## config.mk

```make
export PLATFORM = sky130hd
export DESIGN_NAME = par_tx_buf_flat
export DESIGN_NICKNAME = d
export VERILOG_FILES = /design/src/rtl/par_tx_buf_if.sv /design/src/rtl/par_tx_buf.sv /design/src/flat_wrapper.sv
export SDC_FILE = /design/constraint.sdc
export NUM_CORES = 1
export LEC_CHECK = 0
export CAP_MARGIN = 20
export CORE_UTILIZATION = 57
export DETAILED_ROUTE_END_ITERATION = 12
export DONT_BUFFER_PORTS = 1
export MAX_ROUTING_LAYER = met4
export PLACE_DENSITY = 0.69
export SYNTH_ARGS = -nofsm -noshare
export SYNTH_HDL_FRONTEND = slang
export SYNTH_SLANG_ARGS = --single-unit
```

## constraint.sdc

```tcl
create_clock -name clk -period 3.07 [get_ports clk]
set_input_delay 0.4605 -clock clk [delete_from_list [all_inputs] [get_ports clk]]
set_output_delay 0.4605 -clock clk [all_outputs]
set_load 0.02 [all_outputs]
```

## src/rtl/par_tx_buf_if.sv

```systemverilog
// par_tx_buf_if -- bundles the producer-side and link-side signals of par_tx_buf.
//
// Signals:
//   req          producer offers parallel_in this cycle
//   parallel_in  flit from the router core (WIDTH bits)
//   tx_busy      buffer full; req is ignored while high
//   channel_busy link cannot take a flit this cycle
//   item_out     flit presented to the link (registered)
//   valid        item_out holds a flit (registered)
//
// Modports:
//   slave  - the transmitter buffer itself
//   master - the environment around it (router core + link)
interface par_tx_buf_if #(
  parameter int WIDTH = 32
);
  logic             req;
  logic [WIDTH-1:0] parallel_in;
  logic             tx_busy;
  logic             channel_busy;
  logic [WIDTH-1:0] item_out;
  logic             valid;

  modport master (
    output req, parallel_in, channel_busy,
    input  tx_busy, item_out, valid
  );

  modport slave (
    input  req, parallel_in, channel_busy,
    output tx_busy, item_out, valid
  );
endinterface

```

## src/rtl/par_tx_buf.sv

```systemverilog
// par_tx_buf -- buffered parallel flit transmitter for a router output port.
//
// Flits accepted from the router core are held in a DEPTH-entry circular FIFO
// followed by a registered output stage (item_out/valid). Total capacity is
// DEPTH+1 flits. The output stage holds its flit until the link is not busy.
//
// Ports:
//   clk        clock, rising edge
//   reset      synchronous, active-low reset
//   bus        par_tx_buf_if.slave (req, parallel_in, tx_busy,
//              channel_busy, item_out, valid)
//   level      flits held, including the output register (0..DEPTH+1)
//   stall_cnt  saturating count of cycles with valid && channel_busy
//              (present only when PAR_TX_STALL_CNT_EN is defined)
//
// Optional feature macro: PAR_TX_STALL_CNT_EN
//
// Handshake semantics:
//   producer side: a flit is accepted at an edge iff req && !tx_busy.
//                  tx_busy depends only on registered state, so a pop in the
//                  same cycle never unblocks a push.
//   link side:     a flit is consumed at an edge iff valid && !channel_busy.
//                  While valid && channel_busy, item_out and valid are stable.
module par_tx_buf #(
  parameter int    WIDTH   = 32,
  parameter int    DEPTH   = 4,
  parameter int    LVL_W   = 3,
  parameter int    STALL_W = 16,
  parameter string port    = "unknown"
) (
  input  logic             clk,
  input  logic             reset,
  par_tx_buf_if.slave      bus,
`ifdef PAR_TX_STALL_CNT_EN
  output logic [STALL_W-1:0] stall_cnt,
`endif
  output logic [LVL_W-1:0] level
);

  localparam int PTR_W = (DEPTH > 1) ? $clog2(DEPTH) : 1;
  localparam logic [LVL_W-1:0] FULL_LVL = LVL_W'(DEPTH + 1);

  logic [WIDTH-1:0] mem_q [DEPTH];

  logic [WIDTH-1:0] item_q,   item_d;
  logic             valid_q,  valid_d;
  logic [LVL_W-1:0] level_q,  level_d;
  logic [PTR_W-1:0] wr_ptr_q, wr_ptr_d;
  logic [PTR_W-1:0] rd_ptr_q, rd_ptr_d;

  logic             push;
  logic             pop;
  logic             out_free;
  logic             fifo_wr;
  logic [LVL_W-1:0] fifo_cnt;

  assign bus.tx_busy  = (level_q == FULL_LVL);
  assign bus.item_out = item_q;
  assign bus.valid    = valid_q;
  assign level        = level_q;

  // The output register is always filled first, so the FIFO holds
  // everything beyond the one flit that sits in item_q.
  assign fifo_cnt = level_q - LVL_W'(valid_q);

  always_comb begin
    push     = bus.req && !bus.tx_busy;
    pop      = valid_q && !bus.channel_busy;
    out_free = !valid_q || pop;

    item_d   = item_q;
    valid_d  = valid_q && !pop;
    rd_ptr_d = rd_ptr_q;
    wr_ptr_d = wr_ptr_q;
    fifo_wr  = 1'b0;

    if (out_free && fifo_cnt != '0) begin
      // Refill from the FIFO head; a simultaneous push still queues behind.
      item_d   = mem_q[rd_ptr_q];
      valid_d  = 1'b1;
      rd_ptr_d = rd_ptr_q + PTR_W'(1);
      fifo_wr  = push;
    end else if (out_free && push) begin
      // Bypass: empty FIFO and free output stage, flit goes straight out.
      item_d  = bus.parallel_in;
      valid_d = 1'b1;
    end else begin
      fifo_wr = push;
    end

    if (fifo_wr) begin
      wr_ptr_d = wr_ptr_q + PTR_W'(1);
    end

    level_d = level_q + LVL_W'(push) - LVL_W'(pop);
  end

  always_ff @(posedge clk) begin
    if (!reset) begin
      item_q   <= '0;
      valid_q  <= 1'b0;
      level_q  <= '0;
      wr_ptr_q <= '0;
      rd_ptr_q <= '0;
    end else begin
      item_q   <= item_d;
      valid_q  <= valid_d;
      level_q  <= level_d;
      wr_ptr_q <= wr_ptr_d;
      rd_ptr_q <= rd_ptr_d;
    end
  end

  // Storage array carries data only; pointers and level define validity,
  // so it needs no reset.
  always_ff @(posedge clk) begin
    if (reset && fifo_wr) begin
      mem_q[wr_ptr_q] <= bus.parallel_in;
    end
  end

`ifdef PAR_TX_STALL_CNT_EN
  logic [STALL_W-1:0] stall_q, stall_d;

  always_comb begin
    stall_d = stall_q;
    if (valid_q && bus.channel_busy && stall_q != {STALL_W{1'b1}}) begin
      stall_d = stall_q + STALL_W'(1);
    end
  end

  always_ff @(posedge clk) begin
    if (!reset) begin
      stall_q <= '0;
    end else begin
      stall_q <= stall_d;
    end
  end

  assign stall_cnt = stall_q;
`endif

endmodule

```

## src/flat_wrapper.sv

```systemverilog
// flat-port wrapper written by rule: the top's interface ports become plain ports
module par_tx_buf_flat 
#(
  parameter int    WIDTH   = 32,
  parameter int    DEPTH   = 4,
  parameter int    LVL_W   = 3,
  parameter int    STALL_W = 16,
  parameter string port    = "       "
)
  (clk, reset, level, bus_req, bus_parallel_in, bus_channel_busy, bus_tx_busy, bus_item_out, bus_valid);
  par_tx_buf_if #(.WIDTH(WIDTH)) bus_i ();
  input  logic clk;
  input  logic reset;
  output logic [LVL_W-1:0] level;
  input wire logic [$bits(bus_i.req)-1:0] bus_req;
  input wire logic [$bits(bus_i.parallel_in)-1:0] bus_parallel_in;
  input wire logic [$bits(bus_i.channel_busy)-1:0] bus_channel_busy;
  output wire logic [$bits(bus_i.tx_busy)-1:0] bus_tx_busy;
  output wire logic [$bits(bus_i.item_out)-1:0] bus_item_out;
  output wire logic [$bits(bus_i.valid)-1:0] bus_valid;
  assign bus_i.req = bus_req;
  assign bus_i.parallel_in = bus_parallel_in;
  assign bus_i.channel_busy = bus_channel_busy;
  assign bus_tx_busy = bus_i.tx_busy;
  assign bus_item_out = bus_i.item_out;
  assign bus_valid = bus_i.valid;
  par_tx_buf #(.WIDTH(WIDTH), .DEPTH(DEPTH), .LVL_W(LVL_W), .STALL_W(STALL_W), .port(port)) u_core (.clk(clk), .reset(reset), .bus(bus_i), .level(level));
endmodule
```

# Yosys cells after proc, flatten, opt, wreduce, memory -nomap -nowiden
# Memories as Yosys holds them, arrays and structs flattened. A register that Yosys moved wholly into a read port is not among the register bits.
# Cells that the tools add are included.
# word_totals
ram_bits	128
n_memories	1
latch_bits	0
ff_bits	40
output_inout_bits	37
rom_bits	0
word_cells	35
input_bits	36
# mem_list
memory	depth	width	read_ports	rd_clocked_by_memory_dff	write_ports	line	rtl
u_core.mem_q	4	32	1	1	1	par_tx_buf.sv:43	logic [WIDTH-1:0] mem_q [DEPTH];
# op_classes
reduce_logical	13
div	0
n_shift	0
n_bitwise	0
eq_ne	1
order_cmp	0
mul	0
add_sub_neg	5
muxes	10
# op_table
op	n
two-way mux 32 bit	2
logical AND 1 bit	6
two-way mux 1 bit	6
subtractor 3 x 1 -> 3 bit	2
adder 2 x 1 -> 2 bit, second input constant	2
zero test 1 bit	4
two-way mux 2 bit	2
adder 3 x 1 -> 3 bit	1
equality test 3 bit, second input constant	1
nonzero test 3 bit	1
nonzero test 2 bit	1
logical OR 1 bit	1

# Logic depth before layout (Yosys ltp)
# depth
depth_word	9
depth_mapped	8
ltp_nobuf	8

# Worst setup path after synthesis
# No wires, ideal clock.
# synth_timing
path_kind	reg-to-reg
start	register u_core.level_q[0] (netlist: u_core.level[0])
end	memory u_core.mem_q[0][0] (enable)
arrival_ns	2.099
period_less_slack_ns	2.491
path_stages_with_launch	7
setup_time_ns	0.392
setup_slack_ns	0.579
path_buffers	0
required_ns	2.678
cell_sequence	dfxtp_1 > inv_1 > ha_1 > nor2b_1 > nand3_1 > and3_1 > and2_1
# synth_between
elab_chain_cells	9
elab_cells_between_ends	12
classes_between	add/sub: 1; eq/ne: 1; mux: 4; reduce/logical: 6
# synth_lines
item	line	rtl
start, declared	par_tx_buf.sv:47	logic [LVL_W-1:0] level_q, level_d;
start signal, assigned	par_tx_buf.sv:108	level_q <= level_d;
branches (longest 5 deep; another with subtractor 3 x 1 -> 3 bit)	n/a	
two-way mux 1 bit (*)	par_tx_buf.sv:77	if (out_free && fifo_cnt != '0) begin
logical AND 1 bit (*)	par_tx_buf.sv:117	if (reset && fifo_wr) begin
two-way mux 1 bit (*)	par_tx_buf.sv:117	
two-way mux 1 bit (implied by the code) (*)	par_tx_buf.sv:118	mem_q[wr_ptr_q] <= bus.parallel_in;
end, declared	par_tx_buf.sv:43	
# Every way passes the cells marked *.

# Worst setup path in the final report
# layout_timing
start	register u_core.level_q[0] (netlist: u_core.level[0])
end	memory u_core.mem_q[2][25] (enable)
# The elaborated chain is that of the path after synthesis.

==> out/results.ini <==
[outcome]
status = finished clean

[clocking]
tritoncts = done
clockRootBuffer = clkbuf_16
cts_sinks = 170
clock_latency_ps = 410
cts.repair.resized = 0
postCtsHoldBufs = 0
h-tree-depth = 4
post_cts_buffers = 0
cts_made_buffers = 17
cts.path.max_buffers = 2
clk_pin_slew_worst_paths_ps = 60

[synthesis]
synth_nets = 384
yosysTopAreaCell = edfxtp_1
synth_edf_count = 128
postSynthCellCount = 340
ys_types = 31
syn_area_sq_um = 6590
synth-warning-count = 0
ys_ff_latch = 170
ys_seq_area_frac = 0.711
avgSynthCellArea_sq_um = 19.4
synth_top_area_share = 0.583
synth_top_flop_cell = edfxtp_1
ys_async_sr_fraction = 0
synth_area_leaders = edfxtp_1 58%, dfxtp_1 13%, mux4_2 11%, o221a_2 5.3%, o21a_1 3.8%

[global_routing]
grt_pass1_wl_mm = 18.1
grt.busiest_layer = met2
gr-usage-met3 = 0.0504
use_met2 = 0.346
antenna_found_initial = 0
grt_max_degree = 43
grtUsageTotal = 0.223
grt_pass1_vias = 3302
globalRouteOverflowTotal = 0
use_met1 = 0.291

[timing]
worst_pin_slew_ps = 906
period_share = 0.833
slew_headroom = 0.396
fmax_mhz = 391
final.min_clock_period_ps = 2560
hold_viol_final = 0
setup_tns_ps = 0
drv_slew = 0
setup_viol = 0
rsz0062_at_grt = false
fin_skew_ps = 5.40
setup_ws_ps = 513

[route]
ant_nets = 0
vias_per_cell = 6.22
drc = 0
vias = 3097
avgRoutedWirePerCell_microns = 23.6
drt_pass1_iterations = 4
drt-initial-drc-count = 178
finalWirelength_mm = 11.7

[place]
dp_hpwl_mm = 6.67
port-buffer-count = 0
post_dp_cell_area_sq_um = 6670
dp_slack_ps = 472
post-place-cells = 466
gp_congestion = 0.697

[floorplan]
fp-row-count = 38
coreArea_sq_um = 11000
die_area_sq_um = 12000
start_util = 0.597
die_h_microns = 110
io-pin-count = 73
die_width_microns = 110

[critical_path]
startpoint = u_core.level[0]$_SDFF_PN0_
worstPathMaxFanout = 32
critPathLaunchType = flop
max_stage_delay_ps = 760
ff2ff_setup_slack_ps = 510
crit_slowest_cell = and2_2
reg2reg_depth = 6
crit_required_ps = 3110
crit_arrival_ps = 2590
path_cells = inv_1 -> ha_1 -> nor2b_1 -> nand3_1 -> and3_1 -> and2_2
endpoint = u_core.mem_q[2][25]$_DFFE_PP_
path_class = flop to flop
r2r_start = u_core.level[0]$_SDFF_PN0_
timing.rr.end = u_core.mem_q[2][25]$_DFFE_PP_
end_kind = flop

[worst_hold_path]
hold_class = primary input to flop

[pwr]
powerDensity_nw_per_um2 = 945
peakVddDrop_mv = 0.564
p_leak_nw = 2.38

[flow_run]
cap_viol_max_count = 0

[finish]
final_area_sq_um = 7260
syn_to_final_growth_pct = 10.1
nets = 389
fillers = 751
layout-drive-gt1-share = 0.304
antenna_cells = 0
fin_util = 0.658
layout.cells.non_filler = 498

==> metal layers <==
metal,vias up,part of all wire
li1,1396,-
met5,-,0
met1,1600,0.44
met2,88,0.49
met3,13,0.054
met4,0,0.012
==> area by class of cell <==
class                      instances  area, sq um  area share
clock buffer                      19          433      0.0597
inverter                           8         30.0     0.00414
sequential                       170         4690       0.646
multi-input combinational        141         1720       0.236
clock inverter                    13          151      0.0209
tap                              140          175      0.0241
timing repair buffer               7         65.1     0.00897
==> logic make-up (layout without fill, tap and decap cells) <==
family | after synthesis | count (layout) | share of synthesized area
AO/OA/AOI/OAI | 70 | 70 | 0.0991
XOR/XNOR | 6 | 6 | 0.00912
adder cells (fa/ha/maj) | 8 | 8 | 0.0163
buffers and inverters | 29 | 47 | 0.0294
flip-flops | 170 | 170 | 0.711
multiplexers | 32 | 32 | 0.109
AND/OR/NAND/NOR | 25 | 25 | 0.0256
==> worst max-delay path: cells and delay by family (launching register included) <==
kind,cells,cell delay [ps]
AND/OR/NAND/NOR,4,1290
flip-flops,1,480
adder cells (fa/ha/maj),1,290
buffers and inverters,1,100
==> registers in the layout, indices dropped and copies added (netlist names), named ones only <==
| name | cells |
|---|---|
| u_core.rd_ptr_q | 2 |
| u_core.bus.item_out | 32 |
| u_core.mem_q | 128 |
| u_core.wr_ptr_q | 2 |
| u_core.level | 3 |
| u_core.bus.valid | 1 |
==> Yosys cell counts, drive strengths merged, types with 2 or more instances <==
master and number:
o221a 32, nor2b 2, xor2 2, and2 12, edfxtp 128, inv 8, nand2 3, o21ai 2
clkbuf 6, ha 7, o21a 33, mux4 32, buf 15, a21boi 2, dfxtp 42, nand3 3
xnor2 4
==> per-stage QoR <==
step | hold slack [ps] | power, W
3_3_place_gp | 459 | 0.00478
6_report | 138 | 0.00686
5_1_grt | 119 | 0.00715
2_1_floorplan | 457 | 0.00456
3_5_place_dp | 473 | 0.00482
4_1_cts | 121 | 0.00692
==> layout by cell type, fill, tap and decap left out, types with 2 or more instances in the layout <==
cell type	netlist	routed
dfxtp_1	42	40
clkbuf_16	0	17
nor2b_1	2	2
clkinv_2	0	5
xnor2_1	4	4
and2_1	12	8
dfxtp_2	0	2
bufinv_16	0	3
ha_1	7	7
edfxtp_1	128	128
clkbuf_1	6	2
o221a_2	31	31
inv_1	8	8
o21a_1	33	33
nand2_1	2	2
buf_4	4	6
and2_2	0	4
clkinvlp_4	0	2
nand3_1	3	3
mux4_2	32	32
==> how the worst min path moves through the flow <==
stage	start	endpoint	slack, ps	depth (start not counted)
4_1_cts	bus_parallel_in[3]	u_core.mem_q[2][3]$_DFFE_PP_	120	0
3_5_place_dp	u_core.rd_ptr_q[1]$_SDFFE_PN0N_	flop	470	2
3_3_place_gp	u_core.rd_ptr_q[1]$_SDFFE_PN0N_	flop	460	2
2_1_floorplan	u_core.rd_ptr_q[1]$_SDFFE_PN0N_	flop	460	2
5_1_grt	bus_parallel_in[4]	u_core.mem_q[2][4]$_DFFE_PP_	120	0
6_report	bus_parallel_in[3]	u_core.mem_q[2][3]$_DFFE_PP_	140	0
==> where the power goes <==
group,leakage [nW],switching [W],internal [W]
Combinational,0.580,0.000662,0.000723
Sequential,1.51,0.000509,0.00285
Clock,0.284,0.000841,0.00127
(Power assumes the default switching activity.)
